===== src/rtl/dsm_model_core_if.sv =====
// Stimulus and observation bundle for dsm_model_core: NCO controls in, every
// intermediate stage of the transmit DAC path out.
interface dsm_model_core_if #(
  parameter int MASH_BW   = 4,
  parameter int WIDTH     = 16,
  parameter int ACC_WIDTH = 32
);
  logic [ACC_WIDTH-1:0]      nco_step;
  logic                      nco_step_enable;
  logic                      dither_enable;
  logic signed [WIDTH-1:0]   tx_i_data;
  logic signed [WIDTH-1:0]   tx_q_data;
  logic signed [MASH_BW-1:0] mash_i_data;
  logic signed [MASH_BW-1:0] mash_q_data;
  logic                      dsm_i_data;
  logic                      dsm_q_data;
  logic                      upconverter_out;

  modport master (
    output nco_step, nco_step_enable, dither_enable,
    input  tx_i_data, tx_q_data, mash_i_data, mash_q_data,
           dsm_i_data, dsm_q_data, upconverter_out
  );

  modport slave (
    input  nco_step, nco_step_enable, dither_enable,
    output tx_i_data, tx_q_data, mash_i_data, mash_q_data,
           dsm_i_data, dsm_q_data, upconverter_out
  );
endinterface


===== src/rtl/dsm_model_core.sv =====
// Transmit-side DAC path model: quadrature NCO with optional LFSR phase dither,
// per-channel MASH 1-1 and 1-bit first-order DSM, and an fs/4 upconverter.
module dsm_model_core #(
  parameter int MASH_BW        = 4,
  parameter int WIDTH          = 16,
  parameter int ACC_FRAC_WIDTH = 24,
  parameter int ACC_INT_WIDTH  = 8
) (
  input  logic aclk,
  input  logic rst,
  dsm_model_core_if.slave bus
);

  localparam int ACC_WIDTH = ACC_INT_WIDTH + ACC_FRAC_WIDTH;
  localparam int LUT_DEPTH = 2 ** ACC_INT_WIDTH;
  localparam int LFSR_BITS = (ACC_FRAC_WIDTH < 16) ? ACC_FRAC_WIDTH : 16;
  localparam real PI       = 3.14159265358979323846;

  // Elaboration-time sine via a Taylor series on the angle folded into [-pi, pi].
  function automatic logic signed [WIDTH-1:0] sin_entry(input int k);
    real x;
    real term;
    real sum;
    real v;
    int  rnd;
    x = 2.0 * PI * real'(k) / real'(LUT_DEPTH);
    if (x > PI) x = x - 2.0 * PI;
    term = x;
    sum  = x;
    for (int n = 1; n < 24; n++) begin
      term = -term * x * x / real'((2 * n) * (2 * n + 1));
      sum  = sum + term;
    end
    v = sum * real'((1 << (WIDTH - 1)) - 1);
    if (v >= 0.0) rnd = $rtoi(v + 0.5);
    else          rnd = -$rtoi(0.5 - v);
    return WIDTH'(rnd);
  endfunction

  logic signed [WIDTH-1:0] lut [LUT_DEPTH];

  for (genvar gi = 0; gi < LUT_DEPTH; gi++) begin : g_lut
    localparam logic signed [WIDTH-1:0] ENTRY = sin_entry(gi);
    assign lut[gi] = ENTRY;
  end

  logic [ACC_WIDTH-1:0]      phase_reg;
  logic [15:0]               lfsr_reg;
  logic                      lfsr_fb;
  logic [ACC_WIDTH-1:0]      pd;
  logic [ACC_INT_WIDTH-1:0]  idx_q;
  logic [ACC_INT_WIDTH-1:0]  idx_i;
  logic [ACC_FRAC_WIDTH-1:0] unused_pd_frac;
  logic [WIDTH-1:0]          tx_reg [2];
  logic [1:0]                cnt_reg;
  logic                      up_reg;

  assign lfsr_fb = lfsr_reg[0] ^ lfsr_reg[2] ^ lfsr_reg[3] ^ lfsr_reg[5];

  always_comb begin
    pd = phase_reg;
    if (bus.dither_enable) pd = phase_reg + ACC_WIDTH'(lfsr_reg[LFSR_BITS-1:0]);
  end

  assign {idx_q, unused_pd_frac} = pd;
  assign idx_i = idx_q + ACC_INT_WIDTH'(LUT_DEPTH / 4);

  always_ff @(posedge aclk) begin
    if (rst) begin
      phase_reg <= '0;
      lfsr_reg  <= 16'hACE1;
      tx_reg[0] <= '0;
      tx_reg[1] <= '0;
    end else begin
      if (bus.nco_step_enable) phase_reg <= phase_reg + bus.nco_step;
      lfsr_reg  <= {lfsr_fb, lfsr_reg[15:1]};
      tx_reg[0] <= lut[idx_i];
      tx_reg[1] <= lut[idx_q];
    end
  end

  // Channel 0 is I (cosine), channel 1 is Q (sine).
  for (genvar gi = 0; gi < 2; gi++) begin : g_chan
    logic [WIDTH-1:0]   xu;
    logic [WIDTH:0]     sum1;
    logic [WIDTH:0]     sum2;
    logic [WIDTH:0]     sum3;
    logic [WIDTH-1:0]   acc1_reg;
    logic [WIDTH-1:0]   acc2_reg;
    logic [WIDTH-1:0]   acc3_reg;
    logic               c2d_reg;
    logic [MASH_BW-1:0] mash_next;
    logic [MASH_BW-1:0] mash_reg;
    logic               dsm_reg;

    assign xu   = tx_reg[gi] ^ {1'b1, {(WIDTH-1){1'b0}}};
    assign sum1 = {1'b0, acc1_reg} + {1'b0, xu};
    assign sum2 = {1'b0, acc2_reg} + {1'b0, sum1[WIDTH-1:0]};
    assign sum3 = {1'b0, acc3_reg} + {1'b0, xu};
    // Modular arithmetic in MASH_BW bits yields the two's-complement result in -1..+2.
    assign mash_next = MASH_BW'(sum1[WIDTH]) + MASH_BW'(sum2[WIDTH]) - MASH_BW'(c2d_reg);

    always_ff @(posedge aclk) begin
      if (rst) begin
        acc1_reg <= '0;
        acc2_reg <= '0;
        acc3_reg <= '0;
        c2d_reg  <= 1'b0;
        mash_reg <= '0;
        dsm_reg  <= 1'b0;
      end else begin
        acc1_reg <= sum1[WIDTH-1:0];
        acc2_reg <= sum2[WIDTH-1:0];
        acc3_reg <= sum3[WIDTH-1:0];
        c2d_reg  <= sum2[WIDTH];
        mash_reg <= mash_next;
        dsm_reg  <= sum3[WIDTH];
      end
    end
  end

  always_ff @(posedge aclk) begin
    if (rst) begin
      cnt_reg <= 2'd0;
      up_reg  <= 1'b0;
    end else begin
      cnt_reg <= cnt_reg + 2'd1;
      case (cnt_reg)
        2'd0:    up_reg <= g_chan[0].dsm_reg;
        2'd1:    up_reg <= g_chan[1].dsm_reg;
        2'd2:    up_reg <= ~g_chan[0].dsm_reg;
        default: up_reg <= ~g_chan[1].dsm_reg;
      endcase
    end
  end

  assign bus.tx_i_data       = tx_reg[0];
  assign bus.tx_q_data       = tx_reg[1];
  assign bus.mash_i_data     = g_chan[0].mash_reg;
  assign bus.mash_q_data     = g_chan[1].mash_reg;
  assign bus.dsm_i_data      = g_chan[0].dsm_reg;
  assign bus.dsm_q_data      = g_chan[1].dsm_reg;
  assign bus.upconverter_out = up_reg;

endmodule


===== src/flat_wrapper.sv =====
// flat-port wrapper written by rule: the top's interface ports become plain ports
module dsm_model_core_flat 
#(
  parameter int MASH_BW        = 4,
  parameter int WIDTH          = 16,
  parameter int ACC_FRAC_WIDTH = 24,
  parameter int ACC_INT_WIDTH  = 8
)
  (aclk, rst, bus_nco_step, bus_nco_step_enable, bus_dither_enable, bus_tx_i_data, bus_tx_q_data, bus_mash_i_data, bus_mash_q_data, bus_dsm_i_data, bus_dsm_q_data, bus_upconverter_out);
  dsm_model_core_if #(.MASH_BW(MASH_BW), .WIDTH(WIDTH), .ACC_WIDTH(32)) bus_i ();
  input  logic aclk;
  input  logic rst;
  input wire logic [$bits(bus_i.nco_step)-1:0] bus_nco_step;
  input wire logic [$bits(bus_i.nco_step_enable)-1:0] bus_nco_step_enable;
  input wire logic [$bits(bus_i.dither_enable)-1:0] bus_dither_enable;
  output wire logic [$bits(bus_i.tx_i_data)-1:0] bus_tx_i_data;
  output wire logic [$bits(bus_i.tx_q_data)-1:0] bus_tx_q_data;
  output wire logic [$bits(bus_i.mash_i_data)-1:0] bus_mash_i_data;
  output wire logic [$bits(bus_i.mash_q_data)-1:0] bus_mash_q_data;
  output wire logic [$bits(bus_i.dsm_i_data)-1:0] bus_dsm_i_data;
  output wire logic [$bits(bus_i.dsm_q_data)-1:0] bus_dsm_q_data;
  output wire logic [$bits(bus_i.upconverter_out)-1:0] bus_upconverter_out;
  assign bus_i.nco_step = bus_nco_step;
  assign bus_i.nco_step_enable = bus_nco_step_enable;
  assign bus_i.dither_enable = bus_dither_enable;
  assign bus_tx_i_data = bus_i.tx_i_data;
  assign bus_tx_q_data = bus_i.tx_q_data;
  assign bus_mash_i_data = bus_i.mash_i_data;
  assign bus_mash_q_data = bus_i.mash_q_data;
  assign bus_dsm_i_data = bus_i.dsm_i_data;
  assign bus_dsm_q_data = bus_i.dsm_q_data;
  assign bus_upconverter_out = bus_i.upconverter_out;
  dsm_model_core #(.MASH_BW(MASH_BW), .WIDTH(WIDTH), .ACC_FRAC_WIDTH(ACC_FRAC_WIDTH), .ACC_INT_WIDTH(ACC_INT_WIDTH)) u_core (.aclk(aclk), .rst(rst), .bus(bus_i));
endmodule

===== config.mk =====
export PLATFORM = sky130hd
export DESIGN_NAME = dsm_model_core_flat
export DESIGN_NICKNAME = d
export VERILOG_FILES = /design/src/rtl/dsm_model_core_if.sv /design/src/rtl/dsm_model_core.sv /design/src/flat_wrapper.sv
export SDC_FILE = /design/constraint.sdc
export NUM_CORES = 1
export LEC_CHECK = 0
export CORE_MARGIN = 3
export CORE_UTILIZATION = 30
export DETAILED_ROUTE_END_ITERATION = 10
export GPL_TIMING_DRIVEN = 0
export HOLD_SLACK_MARGIN = 0.12
export PLACE_DENSITY = 0.53
export RECOVER_POWER = 100
export REMOVE_ABC_BUFFERS = 1
export SYNTH_ARGS = -nofsm -noshare
export SYNTH_HDL_FRONTEND = slang
export SYNTH_SLANG_ARGS = --single-unit

===== constraint.sdc =====
create_clock -name aclk -period 5.2 [get_ports aclk]
set_input_delay 0.52 -clock aclk [delete_from_list [all_inputs] [get_ports aclk]]
set_output_delay 0.52 -clock aclk [all_outputs]
set_load 0.01 [all_outputs]

Word level (Yosys, flattened, before mapping)
Memory sizes are Yosys's and may differ from the RTL's.
Index checks and enable logic that the tools add are counted.
- word-level logic and storage cells: 60
- memory bits (read-only): 8192
- register bits after elaboration: 159
- memories kept: 3
- input port bits: 36
- memory bits (writable): 32
- output and inout bits: 43
- memories (memory ; words ; width ; rd ports ; clocked after Yosys merged registers in ; write ports ; RTL line ; source):
    (no name shown) ; 256 ; 16 ; 1 ; 0 ; 0 ; dsm_model_core.sv:78 ; tx_reg[1] <= lut[idx_q];
    (no name shown) ; 256 ; 16 ; 1 ; 0 ; 0 ; dsm_model_core.sv:77 ; tx_reg[0] <= lut[idx_i];
    u_core.tx_reg ; 2 ; 16 ; 2 ; 0 ; 2 ; dsm_model_core.sv:54 ; logic [WIDTH-1:0] tx_reg [2];
- bitwise gates (word level): 11
- add/subtract/negate cells: 14
- multiplexer cells: 11
- reduce and logical (&&, ||, !) cells: 1
- magnitude comparators: 2
- eq/ne operators: 2
- operators with widths (kind ; number):
    16-bit by 16-bit adder with 17-bit output ; 6
    16-bit 2-to-1 mux ; 6
    32-bit by 16-bit adder with 32-bit output ; 1
    32-bit adder ; 1
    32-bit 2-to-1 mux ; 1
    9-bit >= comparator, second input constant ; 2
    8-bit inverter with 9-bit output ; 2
    8-bit by 7-bit adder with 8-bit output, second input constant ; 1
    4-bit by 1-bit subtractor with 4-bit output ; 2
    1-bit by 1-bit adder with 2-bit output ; 2
    1-bit inverter ; 4
    1-bit 2-to-1 mux ; 3
    1-bit case mux with 3 select lines ; 1
    1-bit bitwise XOR ; 3
    2-bit by 1-bit adder with 2-bit output, second input constant ; 1
    2-bit by 1-bit equality test with 1-bit output, second input constant ; 1
    2-bit equality test, second input constant ; 1
    2-bit zero test ; 1
    1-bit OR ; 2

Logic depth before layout (Yosys ltp)
- word-level depth: 8
- gate-level depth with buffers: 24
- mapped depth without buffers: 24

Worst setup path before layout
OpenSTA, ideal clock, no wires.
- path kind: flip-flop to flip-flop
- start: mem u_core.tx_reg[0][0]
- end: reg u_core.g_chan[0].mash_reg[1], in the netlist u_core.bus.mash_i_data[1]
- path buffers: 0
- data arrival time: 4450 ps
- stages on the path, launching flop included: 23
- library setup time: 126 ps
- slack: 624 ps
- clock period less this slack: 4576 ps
- data required time: 5074 ps
- cells stage by stage: dfxtp_1 -> ha_1 -> inv_1 -> fa_1 -> nor2b_1 -> o21ai_0 -> a21boi_0 -> o21ai_0 -> a21boi_0 -> o21ai_0 -> nor2b_1 -> xnor2_1 -> ha_1 -> or3_1 -> a2111oi_0 -> o311ai_0 -> nand3_1 -> nand2_1 -> ha_1 -> inv_1 -> ha_1 -> ha_1 -> nor2_1
- RTL lines (element ; RTL line ; source):
    start, declared ; dsm_model_core.sv:54 ;
    end signal, assigned ; dsm_model_core.sv:116 ; mash_reg <= mash_next;
    end, declared ; dsm_model_core.sv:93 ; logic [MASH_BW-1:0] mash_reg;

==> flow_summary.rst <==
.. list-table::
   :header-rows: 1

   * - Metric
     - Value
   * - Port-buffer cells
     - just under 80
   * - Cell family with most CP delay
     - compound AO/OA/AOI/OAI gates
   * - Clk sinks
     - 189
   * - First-pass GRT wire length
     - approximately 100 mm
   * - Highest attainable clock frequency
     - about 190 MHz
   * - Sum Neg Setup Slack
     - -0.0291 ns
   * - NetSw
     - approximately 0.0051 W
   * - Leakage dissipation
     - 7.71 nW
   * - CP Data Required Time
     - 5.54 ns
   * - Pwr dens
     - 539 mW/mm^2
   * - Core region area
     - ~0.056 sq mm
   * - Run status
     - finished with violations
   * - Final setup violating endpoints
     - 1
   * - Critical Path Source Type
     - flop
   * - EDFF count, synth
     - 0
   * - Unrepaired setup endpoints after global routing
     - yes
   * - Max transition margin
     - -0.518
   * - Filler-free cell count of the finished design
     - ~2900
   * - Transition time at the pin with the least slew margin
     - around 2.3 ns
   * - Setup slack, reg-to-reg
     - -0.03 ns
   * - Final Hold Slack
     - roughly 0.45 ns
   * - Classification of the worst setup path
     - flop to flop
   * - Height of the die
     - around 240 um
   * - Count of endpoints failing hold in the final timing report
     - 0
   * - Worst Skew
     - 0.0202 ns
   * - Highest-count cells in the layout ignoring fill and taps
     - nor2_1, dfxtp_1, a21oi_1, ha_1, o21ai_0
   * - Starting Density
     - 0.306
   * - Async set-or-reset flop fraction in the synthesized netlist
     - 0
   * - Worst voltage drop across the vdd grid
     - ~0.3 mV
   * - Minimum period implied by the final worst setup slack
     - 5.23 ns
   * - Number of distinct library cell variants in the gate-level netlist after synthesis
     - about 100
   * - Final wirelength
     - roughly 71 mm
   * - DRT Pass-1 Iters
     - 6
   * - WL/cell
     - between 20 and 25 um
   * - Clock tree buffer depth
     - 2
   * - Count of hold buffers inserted by post-cts repair
     - 0
   * - Path category of the worst min-delay check
     - flop to flop
   * - H-tree depth reported by CTS
     - 4
   * - Summed instance area of the synthesized netlist
     - 0.0170 sq mm
   * - Nets@finish
     - 2350
   * - Switching power share of the total
     - 0.488
   * - Site row count
     - 86
   * - Failing checks
     - max-capacitance violations, max-slew violations, negative setup slack
   * - Number of violations reported at the end of detailed-routing iteration 0
     - between 1500 and 2000
   * - Fin. max-slew vios
     - between 100 and 150
   * - Width of the chip
     - 244 um
   * - Fraction of layout cells with a size suffix above 1
     - 0.0831
   * - Post-route fraction of the period consumed by the critical path
     - 1.01
   * - Cells after synthesis
     - between 2000 and 2500
   * - Clock root cell
     - clkbuf_16
   * - Power share of the combinational group
     - 0.658
   * - Insertion delay of the later-clocked pin in the worst-skew pair
     - around 0.48 ns
   * - Synth Area per Inst
     - just under 8 sq um
   * - ANT nets after route
     - 0
   * - Number of filler instances in the final layout
     - approximately 6000
   * - Share of synthesized area occupied by flip-flops and latches
     - 0.223
   * - Final WS setup
     - -0.0291 ns
   * - WP data arrival
     - 5.57 ns
   * - Number of diodes
     - 0
   * - Routability cong.
     - 0.972
   * - Placed insts
     - between 2000 and 3000
   * - Peak per-stage delay on the critical path
     - about 0.6 ns
   * - Share of power burned in registers
     - 0.219
   * - Buffers plus inverters on the worst setup path
     - 2
   * - Dominant synthesized flop cell
     - dfxtp_1
   * - Via count
     - between 15000 and 20000
   * - DRC viols
     - 0
   * - Register bit total from synthesis
     - approximately 190
   * - GR Util All Layers
     - 0.229
   * - Total Die Area
     - slightly below 0.06 sq mm
   * - Clock-pin slew on the worst setup and hold paths
     - 0.07 ns
   * - Area after DPL
     - around 0.018 sq mm
   * - Most common library cell in the layout ignoring fill and taps
     - nor2_1
   * - GRT overflow
     - 0
   * - Number of buffers created by CTS
     - 17
   * - Placed wire-length estimate after detailed placement
     - 49.4 mm
   * - Final std cell area, no fill
     - about 0.019 sq mm
   * - Clock network power share
     - 0.123
   * - Syn-to-layout area delta
     - 14.2%
   * - Max capacitance violation total
     - 3
   * - Initial antenna violation count
     - 3
   * - CTS tree
     - built
   * - Peak fanout along the critical path
     - 30
   * - Highest-delay cell along the critical path
     - nor4_1
   * - Maximum number of pins on one net before global-route repair
     - between 100 and 150
   * - Avg Vias per Cell
     - around 6
   * - Via count of the first global-routing pass
     - 16700
   * - Internal Power
     - 0.00535 W
   * - CP Capture Type
     - flop
   * - Crit-path cells
     - ha_1 -> nand4_1 -> a21boi_1 -> o2111ai_4 -> a2111oi_4 -> o21ai_2 -> nand2_8 -> inv_8 -> ha_4 -> inv_1 -> a211oi_1 -> nor2_2 -> a32o_1 -> a211oi_1 -> nor4_1 -> a41oi_2 -> a32o_1
   * - Boundary pin count
     - between 70 and 80
   * - Overall power consumption
     - approximately 0.010 W
   * - Count of warnings emitted by yosys
     - 0
-- power groups by stage --
stage	combinational (W)	clock [W]	sequential, W
floorplan	0.00458	0	0.00225
global placement	0.00643	0	0.00233
detailed placement	0.00658	0	0.00233
CTS	0.00669	0.00136	0.00230
global route	0.00749	0.00140	0.00235
finish	0.00689	0.00129	0.00229
-- timing repair --
item	4_1_cts	5_1_grt
pin swaps	5	5
gates resized for setup	35	17
endpoints found under the setup margin	30	26
hold endpoints to repair	0	0
buffers inserted	4	7
gates cloned	1	3
-- synthesized netlist by cell type (all sizes together), types with 15 or more instances --
cell | n | share of area
inv | 72 | 0.016
xor2 | 43 | 0.022
nor4 | 22 | 0.011
a2111oi | 18 | 0.012
clkbuf | 70 | 0.015
o21a | 16 | 0.0071
a21boi | 19 | 0.0086
a31oi | 27 | 0.0099
nor2 | 231 | 0.051
nor2b | 59 | 0.022
mux2i | 42 | 0.025
nand2 | 111 | 0.025
xnor2 | 62 | 0.032
nand3 | 59 | 0.019
and3 | 20 | 0.0074
o21ai | 159 | 0.048
nand2b | 16 | 0.0059
o22ai | 26 | 0.010
dfxtp | 189 | 0.22
a22oi | 23 | 0.010
a21o | 37 | 0.016
a21oi | 188 | 0.058
nor3 | 76 | 0.024
nand4 | 19 | 0.0095
a211oi | 53 | 0.027
buf | 69 | 0.023
ha | 164 | 0.12
o211ai | 25 | 0.013
o21bai | 15 | 0.0066
-- worst reg2reg max path, cell delays in order (launching register included) --
cell and delay, ns:
dfxtp_1 0.35, ha_1 0.29, nand4_1 0.10, a21boi_1 0.31, o2111ai_4 0.29, a2111oi_4 0.52, o21ai_2 0.20, nand2_8 0.33
inv_8 0.20, ha_4 0.24, inv_1 0.30, a211oi_1 0.16, nor2_2 0.36, a32o_1 0.24, a211oi_1 0.11, nor4_1 0.61
a41oi_2 0.16, a32o_1 0.32
-- metrics by stage --
step	util	setup slack [ns]
6_report	0.349	-0.0291
5_1_grt	0.349	-0.0957
4_1_cts	0.346	-0.130
3_3_place_gp	0.325	-3.29
3_5_place_dp	0.332	-1.90
2_1_floorplan	-	-0.0774
-- final cells by class --
| cell class | count | area [sq um] | share of cell area |
|---|---|---|---|
| clock inverters | 11 | 100 | 0.00516 |
| flip-flops and latches | 189 | 3780 | 0.195 |
| inverters | 73 | 297 | 0.0153 |
| well taps | 748 | 936 | 0.0483 |
| repair buffers | 107 | 1170 | 0.0602 |
| multi-input cells | 1755 | 12700 | 0.652 |
| clock buffers | 20 | 457 | 0.0235 |
-- worst paths after layout --
path / startpoint / endpoint / cells after the start
max: u_core.phase_reg[1] / u_core.tx_reg[0][22] / 17
min reg2reg: u_core.lfsr_reg[6] / u_core.lfsr_reg[5] / 1
max reg2reg: u_core.phase_reg[1] / u_core.tx_reg[0][22] / 17
min: u_core.lfsr_reg[6] / u_core.lfsr_reg[5] / 1
-- cell families after synthesis --
group                    Yosys count  share of synthesized area
flip-flops                       189                      0.223
AO/OA/AOI/OAI                    771                      0.316
buffers and inverters            212                     0.0547
adder cells (fa/ha/maj)          172                      0.130
multiplexers                      48                     0.0301
XOR/XNOR                         105                     0.0546
AND/OR/NAND/NOR                  655                      0.193
-- layer usage --
metal,part of all wire,track usage
met4,0.055,0.115
met3,0.10,0.0682
met1,0.41,0.286
met5,0.00049,0
met2,0.43,0.358
Note: power is estimated with default switching activity, not from simulation.
